`src/rtl/disp_pkg.sv`:
```
// Shared definitions for the hood display arbiter: owner codes, glyph codes and 7-seg patterns.
package disp_pkg;

  typedef enum logic [1:0] {
    OWN_OFF     = 2'b00,
    OWN_CLOCK   = 2'b01,
    OWN_WORK    = 2'b10,
    OWN_GESTURE = 2'b11
  } own_t;

  localparam logic [3:0] GLY_DASH  = 4'hA;
  localparam logic [3:0] GLY_BLANK = 4'hB;

  // Segment order {dp,g,f,e,d,c,b,a}; entries 0-9 are digits, entry 10 is the dash.
  localparam logic [0:10][7:0] SEG_TABLE = {
    8'h3F, 8'h06, 8'h5B, 8'h4F, 8'h66,
    8'h6D, 8'h7D, 8'h07, 8'h7F, 8'h6F,
    8'h40
  };

endpackage

```
`src/rtl/seg7_decode.sv`:
```
// Combinational nibble-to-segment decoder; codes at or above GLY_BLANK render dark.
module seg7_decode
  import disp_pkg::*;
(
  input  logic [3:0] code,
  output logic [7:0] seg
);

  always_comb begin
    seg = '0;
    if (code < GLY_BLANK) seg = SEG_TABLE[code];
  end

endmodule

```
`src/rtl/display_arbiter.sv`:
```
// Owner FSM with hold timeout plus digit scan for the shared 8-digit display.
// Optional hold-phase blinking is built only when DISPLAY_BLINK_EN is defined.
module display_arbiter
  import disp_pkg::*;
#(
  parameter int unsigned CLK_HZ  = 100_000_000,
  parameter int unsigned SCAN_HZ = 1000,
  parameter int unsigned HOLD_S  = 5
) (
  input  logic        clk,
  input  logic        reset,
  input  logic        power_state,
  input  logic        req_work,
  input  logic        req_gesture,
  input  logic        gesture_active,
  input  logic [31:0] src_clock,
  input  logic [31:0] src_work,
  input  logic [31:0] src_gesture,
  output logic [7:0]  seg_left,
  output logic [7:0]  seg_right,
  output logic [7:0]  dig_sel,
  output logic [1:0]  owner
);

  localparam int unsigned SCAN_DIV = CLK_HZ / SCAN_HZ;
  localparam int unsigned PW       = $clog2(CLK_HZ);
  localparam int unsigned TW       = $clog2(HOLD_S + 1);

  own_t          state, state_nx;
  logic [TW-1:0] timer, timer_nx;
  logic [PW-1:0] sec_cnt, scan_cnt;
  logic [1:0]    idx, out_idx;
  logic          sec_tick, scan_wrap, restart, blank;
  logic [31:0]   src;
  logic [3:0]    nib_r, nib_l;
  logic [7:0]    glyph_r, glyph_l;

  assign owner     = state;
  assign sec_tick  = (sec_cnt == PW'(CLK_HZ - 1));
  assign scan_wrap = (scan_cnt == PW'(SCAN_DIV - 1));

  always_comb begin
    state_nx = state;
    timer_nx = timer;
    if (!power_state) begin
      state_nx = OWN_OFF;
      timer_nx = '0;
    end else if (state == OWN_OFF) begin
      state_nx = OWN_CLOCK;
      timer_nx = '0;
    end else if (req_work && req_gesture) begin
      state_nx = OWN_CLOCK;
      timer_nx = '0;
    end else if (gesture_active || (req_gesture && !req_work)) begin
      state_nx = OWN_GESTURE;
      timer_nx = TW'(HOLD_S);
    end else if (req_work) begin
      state_nx = OWN_WORK;
      timer_nx = TW'(HOLD_S);
    end else if (state != OWN_CLOCK) begin
      if (timer == '0) state_nx = OWN_CLOCK;
      else if (sec_tick) timer_nx = timer - TW'(1);
    end
  end

  // Outputs follow the next owner so a new source starts cleanly at digit 0.
  assign restart = (state_nx != state) || (state_nx == OWN_OFF);
  assign out_idx = (state_nx != state) ? 2'd0 : idx;

  always_comb begin
    case (state_nx)
      OWN_CLOCK:   src = src_clock;
      OWN_WORK:    src = src_work;
      OWN_GESTURE: src = src_gesture;
      default:     src = '0;
    endcase
  end

  assign nib_r = src[{out_idx, 2'b00} +: 4];
  assign nib_l = src[{1'b1, out_idx, 2'b00} +: 4];

  seg7_decode u_dec_right (.code(nib_r), .seg(glyph_r));
  seg7_decode u_dec_left  (.code(nib_l), .seg(glyph_l));

`ifdef DISPLAY_BLINK_EN
  localparam int unsigned BLINK_PER = CLK_HZ / 2;
  logic [PW-1:0] blink_cnt;
  logic          hold_ph;

  assign hold_ph = power_state && (state == OWN_WORK || state == OWN_GESTURE) &&
                   !req_work && !req_gesture && !gesture_active && (timer != '0);
  assign blank   = hold_ph && (blink_cnt >= PW'(BLINK_PER / 2));

  always_ff @(posedge clk or negedge reset) begin
    if (!reset)                              blink_cnt <= '0;
    else if (!hold_ph)                       blink_cnt <= '0;
    else if (blink_cnt == PW'(BLINK_PER - 1)) blink_cnt <= '0;
    else                                     blink_cnt <= blink_cnt + PW'(1);
  end
`else
  assign blank = 1'b0;
`endif

  always_ff @(posedge clk or negedge reset) begin
    if (!reset) begin
      state     <= OWN_OFF;
      timer     <= '0;
      sec_cnt   <= '0;
      scan_cnt  <= '0;
      idx       <= '0;
      dig_sel   <= '0;
      seg_left  <= '0;
      seg_right <= '0;
    end else begin
      state   <= state_nx;
      timer   <= timer_nx;
      sec_cnt <= sec_tick ? '0 : sec_cnt + PW'(1);
      if (restart) begin
        scan_cnt <= '0;
        idx      <= '0;
      end else if (scan_wrap) begin
        scan_cnt <= '0;
        idx      <= idx + 2'd1;
      end else begin
        scan_cnt <= scan_cnt + PW'(1);
      end
      if (state_nx == OWN_OFF) begin
        dig_sel   <= '0;
        seg_left  <= '0;
        seg_right <= '0;
      end else begin
        dig_sel   <= blank ? 8'h00 : (8'h11 << out_idx);
        seg_left  <= glyph_l;
        seg_right <= glyph_r;
      end
    end
  end

endmodule
```
`config.mk`:
```
export PLATFORM = sky130hd
export DESIGN_NAME = display_arbiter
export DESIGN_NICKNAME = d
export VERILOG_FILES = /design/src/rtl/disp_pkg.sv /design/src/rtl/seg7_decode.sv /design/src/rtl/display_arbiter.sv
export SDC_FILE = /design/constraint.sdc
export NUM_CORES = 1
export LEC_CHECK = 0
export BUFFER_PORTS_ARGS = -buffer_cell sky130_fd_sc_hd__buf_2
export CAP_MARGIN = 0
export CELL_PAD_IN_SITES_DETAIL_PLACEMENT = 1
export CELL_PAD_IN_SITES_GLOBAL_PLACEMENT = 1
export CORE_MARGIN = 3
export CORE_UTILIZATION = 44
export CTS_CLUSTER_SIZE = 8
export DETAILED_ROUTE_END_ITERATION = 12
export PLACE_DENSITY_LB_ADDON = 0.15
export SYNTH_ARGS = -nofsm -noshare
export SYNTH_HDL_FRONTEND = slang
export SYNTH_SLANG_ARGS = --single-unit
export TNS_END_PERCENT = 100
```
`constraint.sdc`:
```
create_clock -name clk -period 8.1 [get_ports clk]
set_input_delay 1.215 -clock clk [delete_from_list [all_inputs] [get_ports clk]]
set_output_delay 1.215 -clock clk [all_outputs]
set_load 0.1 [all_outputs]
```
==> results of run 1 <==
==> final cells by class <==
cell class / instances / area [µm²]
Clock buffer: 10 / 239
Clock inverter: 6 / 91.3
Fill cell: 1381 / 5390
Inverter: 23 / 86.3
Multi-Input combinational cell: 442 / 2960
Sequential cell: 79 / 1980
Tap cell: 143 / 179
Timing Repair Buffer: 127 / 643
==> worst register-to-register path, stage by stage, from the launching register on <==
cell	delay, ns
dfrtp_1	0.38
inv_1	0.12
ha_1	0.17
nand2b_1	0.16
a21oi_1	1.02
o21ai_0	0.19
a22oi_1	0.20
o22ai_1	0.14
a211oi_1	0.68
inv_1	0.21
ha_1	0.37
a21boi_1	0.07
o21a_1	0.20
==> metal layers <==
metal  vias to the layer above  wire length, µm  share of wire, %
li1                       2254                -                 -
met1                      2241             6320                43
met2                       133             7420                51
met3                        19              637               4.3
met4                         0              268               1.8
met5                         -                0                 0
==> flip-flops by register name, summed over array words and instances, names as in the netlist <==
register,count
dig_sel,4
idx,2
owner,2
scan_cnt,27
sec_cnt,27
seg_left,7
seg_right,7
timer,3
==> power breakdown <==
group	total (µW)	internal [µW]	switching, µW
clock network	447	279	168
logic	290	80.7	209
registers	415	409	6.44
==> cell usage in the layout, fill, tap and decap left out, types with 5 or more instances in the layout <==
cell type  instances
a21oi_1           17
a22oi_1           14
a2bb2oi_1          8
and2_1             9
and3_1             8
buf_2            124
clkbuf_16          9
dfrtp_1           79
ha_1              16
inv_1             22
mux2_2            10
mux2i_1           11
nand2_1           45
nand3_1           52
nand4_1            7
nor2_1            63
nor2b_1            6
nor3_1            11
nor4_1             5
o211ai_1           7
o21ai_0           27
o21ai_1            5
or3_1              8
xnor2_1           19
xor2_1            24
==> worst min-delay path by stage <==
stage                  to  cells after the start
2_1_floorplan  sec_cnt[0]                      1
3_3_place_gp   sec_cnt[0]                      1
3_5_place_dp   sec_cnt[0]                      1
4_1_cts        sec_cnt[0]                      1
5_1_grt        sec_cnt[0]                      1
6_report       sec_cnt[0]                      1
==> cells by family (layout without fill, tap and decap cells) <==
kind of cell | count (synthesis) | after routing | share of synthesized area (%)
XOR/XNOR | 43 | 43 | 7.14
adder cells (fa/ha/maj) | 16 | 16 | 3.79
AND/OR/NAND/NOR | 234 | 234 | 22.1
multiplexers | 25 | 25 | 5.93
buffers and inverters | 60 | 166 | 6.50
other | 1 | 2 | 0.0711
AO/OA/AOI/OAI | 122 | 122 | 17.0
flip-flops | 79 | 79 | 37.5
==> metrics by stage <==
step / setup WS, ns / util (%) / total power, µW
2_1_floorplan: 3.94 / - / 646
3_3_place_gp: 3.42 / 50.6 / 708
3_5_place_dp: 3.18 / 50.6 / 714
4_1_cts: 3.56 / 53.4 / 1160
5_1_grt: 3.19 / 53.4 / 1200
6_report: 3.50 / 53.4 / 1150
==> results.md, run 1 <==
- Total grt overflow: 0
- DIE AREA: 0.0133 mm²
- Final Non-Filler Cells: 830
- Worst min-delay path startpoint: sec_cnt[0]
- #FFs+latches synth: 79
- CTS tree: yes
- Most numerous cell in the Yosys netlist: dfrtp_1
- Worst Clk Skew: 0.0107 ns
- Top cells by area, synth: dfrtp_1 37%, nand3_1 4.9%, nor2_1 4.5%
- CTS Buf Count: 9
- Delay-heaviest family, CP: compound AO/OA/AOI/OAI gates
- CTS sink cnt: 79
- Hpwl dp: 11200 µm
- Layout area overhead: 17.0%
- Yosys top cell by area: dfrtp_1
- Slew Viols, Final: 0
- Yosys Warn Count: 0
- Share of the synthesized area in the top cell type: 37.5%
- Met3 Track Usage GR: 3.92%
- Crit path launch: req_gesture
- CTS max path bufs: 2
- GRT Overall Usage: 22.6%
- Crit path cell chain: buf_2 > or3_4 > a21oi_1 > o21ai_0 > a22oi_1 > o22ai_1 > a211oi_1 > inv_1 > ha_1 > a21boi_1 > o21a_1
- Initial antenna violation count: 0
- R2R Setup Slk: 4.09 ns
- Core Region: 0.0116 mm²
- I/O pin count: 128
- Clock root buffer: clkbuf_16
- GPL Wtd Cong: 0.828
- Crit path capture: seg_right[1]
- Final hold viol count: 0
- Worst hold path class: register to register
- Per-cell routed wire length: 17.6 µm
- RSZ-0062 raised after global routing: false
- CP Capture Type: register
- Detail Route Antenna Nets: 0
- Maxcap violations: 0
- H-tree levels: 3
- Slowest-stage cell, CP: a21oi_1
- Pin count of the biggest net entering global routing: 80
- Number of setup buffers added after CTS: 0
- DR pass1 iterations: 5
- Leak pwr: 0.00279 µW
- Critical Path Max Stage Delay: 0.96 ns
- Drt total wl: 14600 µm
- Hold buffer count at CTS: 0
- Cell Area, Placed: 0.00585 mm²
- Busiest grt layer: met2
- Number of global-route vias before repair: 5021
- Nets: 800
- Crit. path cell count: 11
- IO buf count: 125
- Final setup violation count: 0
- Syn Std Cell Area: 0.00528 mm²
- Post-CTS Resized: 0
- Layout cell share with drive strength beyond 1: 26.1%
- Die X: 116 µm
- Via count: 4647
- CP max FO: 20
- PwrDens: 187 mW/mm²
- Syn avg cell area: 9.10 µm²
- Met2 GRT Util: 39.5%
- Diode count: 0
- WHS: 0.473 ns
- Post-synthesis cell type count: 68
- Period Utilization, post-route: 56.7%
- Status: complete, no violations
- Main synth FF type: dfrtp_1
- First-pass GRT wire length: 24300 µm
- Register area share after synthesis: 37.5%
- RR Endpoint: seg_right[1]
- Max_slew headroom: 16.6%
- Gate Count Post-Synth: 580
- Period minus WS final: 4.60 ns
- Worst skew pair latency: 0.34 ns
- Fmax: 218 MHz
- Initial core utilization: 45.6%
- Drt drc: 0
- Most frequent cells after synthesis: 79 x dfrtp_1, 63 x nor2_1, 52 x nand3_1
- Crit path launch type: input port
- WS Path Type: input port to register
- Reg2reg path depth: 12
- CP Buf/Inv Count: 2
- Setup TNS: 0 ns
- Chip height: 116 µm
- VDD IR max: 0.000114 V
- Post-route cell area: 0.00618 mm²
- Via-to-Cell Ratio: 5.60
- Row Count: 39
- Asr flop ratio synth: 100%
- Starting DRC count in detailed routing: 243
- Worst path required time: 8.33 ns
- Worst slew pin tran: 1.25 ns
- Met1 usage in global routing: 28.6%
- CP Data Arrival Time: 4.82 ns
- Start of the worst register-to-register path: timer[0]
- Clock transition at path regs: 0.06 ns
- Dpl cells: 814
- Post-synth EDFFs: 0
Note: power is estimated with default switching activity, not from simulation.
==> inputs of run 2 (changes only) <==
--- a/config.mk
+++ b/config.mk
@@ -5,12 +5,13 @@
 export SDC_FILE = /design/constraint.sdc
 export NUM_CORES = 1
 export LEC_CHECK = 0
+export ABC_AREA = 1
 export BUFFER_PORTS_ARGS = -buffer_cell sky130_fd_sc_hd__buf_2
 export CAP_MARGIN = 0
 export CELL_PAD_IN_SITES_DETAIL_PLACEMENT = 1
 export CELL_PAD_IN_SITES_GLOBAL_PLACEMENT = 1
 export CORE_MARGIN = 3
-export CORE_UTILIZATION = 44
+export CORE_UTILIZATION = 35
 export CTS_CLUSTER_SIZE = 8
 export DETAILED_ROUTE_END_ITERATION = 12
 export PLACE_DENSITY_LB_ADDON = 0.15
==> constraint.sdc (replaced) <==
create_clock -name clk -period 4.1 [get_ports clk]
set_input_delay 0.615 -clock clk [delete_from_list [all_inputs] [get_ports clk]]
set_output_delay 0.615 -clock clk [all_outputs]
set_load 0.1 [all_outputs]
==> results.md, run 2 <==
- Row Count: 45
- CP max FO: 22
- Mux cell area share after synthesis: 0%
- Final setup violation count: 0
- Met2 GRT Util: 36.2%
- Syn Std Cell Area: 0.00548 mm²
- Post-CTS Resized: 0
- First-pass GRT wire length: 27200 µm
- Hpwl dp: 13200 µm
- Worst hold path class: input port to asynchronous set/reset pin
- Period Utilization, post-route: 79.9%
- Adder-cell share of the synthesized area: 3.66%
- Via-to-Cell Ratio: 4.80
- Max_slew headroom: 32.4%
- Compound-Gate Fraction of Synth Area: 5.19%
- R2R Setup Slk: 0.83 ns
- Leak pwr: 0.00328 µW
- Detail Route Antenna Nets: 0
- Syn avg cell area: 7.03 µm²
- Commonest non-fill, non-tap cell in the layout: nand2_1
- Drt total wl: 16800 µm
- Worst slew pin tran: 1.01 ns
- Clock transition at path regs: 0.06 ns
- Nets: 1012
- Clock root buffer: clkbuf_16
- Period minus WS final: 3.27 ns
- H-tree levels: 3
- Slowest-stage cell, CP: nor2_2
- CTS Buf Count: 9
- Worst skew pair latency: 0.35 ns
- Fmax: 305 MHz
- CTS sink cnt: 79
- WS Path Type: register to register
- Final core utilization: 42.7%
- IO buf count: 125
- Post-Synth XOR/XNOR Area: 3.20%
- Maxcap violations: 0
- Core Region: 0.0153 mm²
- Reg2reg path depth: 20
- Seq. cell area: 0.00198 mm²
- Number of setup buffers added after CTS: 0
- Slew Viols, Final: 0
- Layout area overhead: 19.1%
- Total grt overflow: 0
- Top Registers: scan_cnt x27, sec_cnt x27
- Initial antenna violation count: 0
- DR pass1 iterations: 4
- Pin count of the biggest net entering global routing: 80
- Asr flop ratio synth: 100%
- Start of the worst register-to-register path: timer[0]
- PwrDens: 342 mW/mm²
- Met1 usage in global routing: 24.3%
- Final hold viol count: 0
- Starting DRC count in detailed routing: 178
- Yosys Warn Count: 0
- Most frequent cells after synthesis: 211 x nand2_1, 123 x nor2_1, 87 x inv_1
- Number of global-route vias before repair: 5668
- Drt drc: 0
- Status: complete, no violations
- Layout cell share with drive strength beyond 1: 22.0%
- Share of the synthesized area in the top cell type: 36.1%
- DIE AREA: 0.0172 mm²
- Post-synth EDFFs: 0
- Commonest cells after routing, fill and taps aside: 211 x nand2_1, 124 x buf_2, 122 x nor2_1, 87 x inv_1, 79 x dfrtp_1
- Crit path cell chain: inv_1 > ha_1 > nand2_1 > nand2_1 > nand2_1 > nand2_2 > nand2_4 > nor2_2 > nand2_1 > nand2_1 > nor2_1 > nor2_1 > o21ai_1 > nand2_1 > inv_1 > ha_1 > inv_1 > nand3_1 > a21oi_1 > nor2_1
- Per-cell routed wire length: 15.1 µm
- Multi-input logic area: 0.00297 mm²
- Gate Count Post-Synth: 779
- GPL Wtd Cong: 0.867
- I/O pin count: 128
- Setup TNS: 0 ns
- Worst Clk Skew: 0.00966 ns
- Post-synthesis cell type count: 45
- Busiest grt layer: met2
- Most numerous cell in the Yosys netlist: nand2_1
- CTS tree: yes
- Fillers: 1978
- CP Capture Type: register
- Delay-heaviest family, CP: simple AND/OR/NAND/NOR gates
- Chip height: 131 µm
- Crit path launch type: register
- CP Buf/Inv Count: 3
- Worst path required time: 4.33 ns
- RSZ-0062 raised after global routing: false
- Yosys top cell by area: dfrtp_1
- CTS max path bufs: 2
- Hold buffer count at CTS: 0
- GRT Overall Usage: 20.1%
- #FFs+latches synth: 79
- Largest family of logic cells by synthesized area: simple AND/OR/NAND/NOR gates
- Critical Path Max Stage Delay: 0.68 ns
- CP Data Arrival Time: 3.50 ns
- Top cells by area, synth: dfrtp_1 36%, nand2_1 14%, nor2_1 8.4%
- RR Endpoint: seg_right[5]
- Via count: 5325
- Met3 Track Usage GR: 3.53%
- Die X: 131 µm
- Simple logic cell fraction of the synthesized area: 42.0%
- Most used cell, CP: nand2_1
- Register area share after synthesis: 36.1%
- Diode count: 0
- Main synth FF type: dfrtp_1
- Initial core utilization: 35.9%
- VDD IR max: 0.000193 V
run 2: cell types whose count changed in the layout (fill, tap and decap cells not counted), sizes merged, moves of 12 or more:
cell   previous run  this run
nand2            46       228
a22oi            15         0
nor2             63       129
nand3            52        74
o21ai            34        18
inv              24        96
nor3             11        26
xor2             24        12
run 2: kinds of logic (layout without fill, tap and decap cells):
family / count (synthesis) / after routing
buffers and inverters: 121 / 240
adders and majority gates: 16 / 16
other: 1 / 2
xor gates and xnor gates: 20 / 20
and+or+nand+nor: 494 / 494
DFF: 79 / 79
AOI/OAI and AO/OA: 48 / 48
run 2: how the worst max path moves through the flow:
| stage | cells after the start | from | to | slack [ns] |
|---|---|---|---|---|
| finish | 20 | timer[0] | seg_right[5] | 0.83 |
| global route | 20 | timer[0] | seg_right[5] | 0.38 |
| CTS | 20 | timer[0] | seg_right[5] | 0.80 |
| detailed placement | 19 | req_gesture | seg_right[5] | 0.78 |
| global placement | 19 | req_gesture | seg_right[5] | 0.76 |
| floorplan | 16 | owner[1] | seg_left[1] | 1.15 |
run 2: power by group:
group | internal, µW | switching, µW
Combinational | 138 | 453
Sequential | 808 | 12.5
Clock | 488 | 327
Total | 1430 | 793
run 2: metal layers:
layer	up-vias	wire length, µm
met1	2503	7370
met2	121	8400
met5	-	0
li1	2681	-
met4	0	277
met3	20	748
run 2: layout make-up:
type | instances | area share, %
repair buffers | 128 | 9.98
clock buffers | 11 | 3.72
inverters | 96 | 5.52
flip-flops and latches | 79 | 30.3
well taps | 211 | 4.05
clock inverters | 5 | 0.882
multi-input cells | 580 | 45.5
run 2: through the flow:
stage | cells | instance area [µm²] | hold slack (ns) | worst slack [ns] | total power (µW)
floorplan | 780 | 5480 | 0.319 | 1.15 | 1270
global placement | 1094 | 6220 | 0.448 | 0.762 | 1420
detailed placement | 1094 | 6220 | 0.454 | 0.776 | 1430
CTS | 1110 | 6520 | 0.461 | 0.804 | 2260
global route | 1110 | 6520 | 0.505 | 0.375 | 2350
finish | 1110 | 6520 | 0.443 | 0.826 | 2230
==> inputs of run 3 (changes only) <==
==> constraint.sdc (replaced) <==
create_clock -name clk -period 2.65 [get_ports clk]
set_input_delay 0.3975 -clock clk [delete_from_list [all_inputs] [get_ports clk]]
set_output_delay 0.3975 -clock clk [all_outputs]
set_load 0.1 [all_outputs]
==> results.md, run 3 (synthesized netlist as in run 2, its figures left out) <==
- Status: complete, no violations
- Layout area overhead: 35.3%
- Hpwl dp: 13900 µm
- Cell Area, Placed: 0.00645 mm²
- Per-cell routed wire length: 16.0 µm
- Pin count of the biggest net entering global routing: 48
- Number of global-route vias before repair: 5991
- First-pass GRT wire length: 29100 µm
- Slew Viols, Final: 0
- Layout cell share with drive strength beyond 1: 33.5%
- CTS tree: yes
- Worst path required time: 2.88 ns
- GPL Wtd Cong: 0.882
- DIE AREA: 0.0172 mm²
- VDD IR max: 0.000280 V
- Commonest cells after routing, fill and taps aside: 189 x nand2_1, 124 x buf_2, 106 x nor2_1, 78 x inv_1, 77 x dfrtp_1
- I/O pin count: 128
- Clock root buffer: clkbuf_16
- Worst hold path class: input port to asynchronous set/reset pin
- Die X: 131 µm
- RSZ-0062 raised after global routing: true
- Drt total wl: 18600 µm
- Chip height: 131 µm
- Post-route cell area: 0.00741 mm²
- Detail Route Antenna Nets: 0
- WS Path Type: register to register
- CTS sink cnt: 79
- Tot Pwr: 3560 µW
- IO buf count: 125
- DR pass1 iterations: 4
- Initial antenna violation count: 0
- CP Capture Type: register
- Starting DRC count in detailed routing: 166
- CTS max path bufs: 2
- CP max FO: 7
- Worst skew pair latency: 0.34 ns
- Fillers: 1969
- Hold buffer count at CTS: 0
- Top Registers: scan_cnt x27, sec_cnt x27
- Leak pwr: 0.00364 µW
- Setup TNS: 0 ns
- Final worst setup slack: 0.0269 ns
- Via-to-Cell Ratio: 4.87
- Max_slew headroom: 56.0%
- CP Data Arrival Time: 2.85 ns
- Final core utilization: 48.6%
- Final hold viol count: 0
- Crit path launch type: register
- Diode count: 0
- Core Region: 0.0153 mm²
- H-tree levels: 3
- Worst slack, placed: -0.143 ns
- Final setup violation count: 0
- Nets: 1063
- Row Count: 45
- Maxcap violations: 0
- Fmax: 381 MHz
- Commonest non-fill, non-tap cell in the layout: nand2_1
- CTS Buf Count: 9
- Via count: 5658
- Period Utilization, post-route: 99.0%
- Total grt overflow: 0
- Worst Clk Skew: 0.00505 ns
- Worst slew pin tran: 0.660 ns
- Period minus WS final: 2.62 ns
- PwrDens: 480 mW/mm²
- Initial core utilization: 35.9%
- GRT Overall Usage: 21.4%
- Clock transition at path regs: 0.06 ns
- Drt drc: 0
-- run 3: what timing repair did --
action | CTS | global route
setup buffers | 5 | 17
gates cloned | 2 | 2
gates resized for setup | 14 | 92
setup endpoints to repair | 14 | 14
pin swaps | 4 | 39
-- run 3: area by class of cell --
type | instances | area [µm²] | area share (%)
Clock buffer | 10 | 229 | 3.09
Clock inverter | 6 | 37.5 | 0.507
Inverter | 96 | 365 | 4.93
Multi-Input combinational cell | 581 | 3350 | 45.2
Sequential cell | 79 | 1980 | 26.7
Tap cell | 211 | 264 | 3.56
Timing Repair Buffer | 178 | 1190 | 16.0
-- run 3: report_power, final --
group	switching [µW]	total, µW	internal, µW	leakage [µW]
Sequential	21.2	1270	1250	0.00106
Combinational	804	1150	350	0.00246
Clock	502	1130	629	0.000124
-- run 3: worst max-delay path, cell delays in order (launching register included) --
cell and delay (ns):
dfrtp_1 0.38, inv_2 0.09, ha_4 0.14, nand2_4 0.05, nand2_2 0.06, nand2_2 0.08, nand2_4 0.11, nand2_8 0.07
buf_6 0.13, nor2_4 0.15, buf_12 0.13, clkbuf_16 0.16, nand2_4 0.05, nand4_1 0.11, nand2_1 0.08, nand2_2 0.09
buf_6 0.12, ha_2 0.15, inv_1 0.04, nand3_2 0.09, nand2_4 0.07, nand3_4 0.10, nor2_1 0.05
-- run 3: metal layers --
metal  track usage, %  vias up  wire (µm)  part of all wire, %
li1                 -     2791          -                    -
met1             26.0     2698       7910                   43
met2             37.7      135       9400                   51
met3             4.25       34        752                  4.0
met4             7.68        0        517                  2.8
met5                0        -          0                    0
-- run 3: metrics by stage --
step | hold slack [ns] | std cells
after global routing | 0.113 | 1161
after global placement | 0.446 | 1119
after floorplan | 0.102 | 780
after detailed placement | 0.461 | 1119
after CTS | 0.103 | 1142
final | 0.0787 | 1161
-- run 3: final timing paths --
path	from	end	slack, ns	depth (start not counted)
worst max-delay path	timer[1]	seg_right[5]	0.03	22
worst min-delay path	reset	scan_cnt[19]	0.08	1
worst max register to register	timer[1]	seg_right[5]	0.03	22
worst min register to register	sec_cnt[0]	sec_cnt[0]	0.46	1
max in group asynchronous	reset	seg_left[0]	1.93	2
min in group clk	sec_cnt[0]	sec_cnt[0]	0.46	1
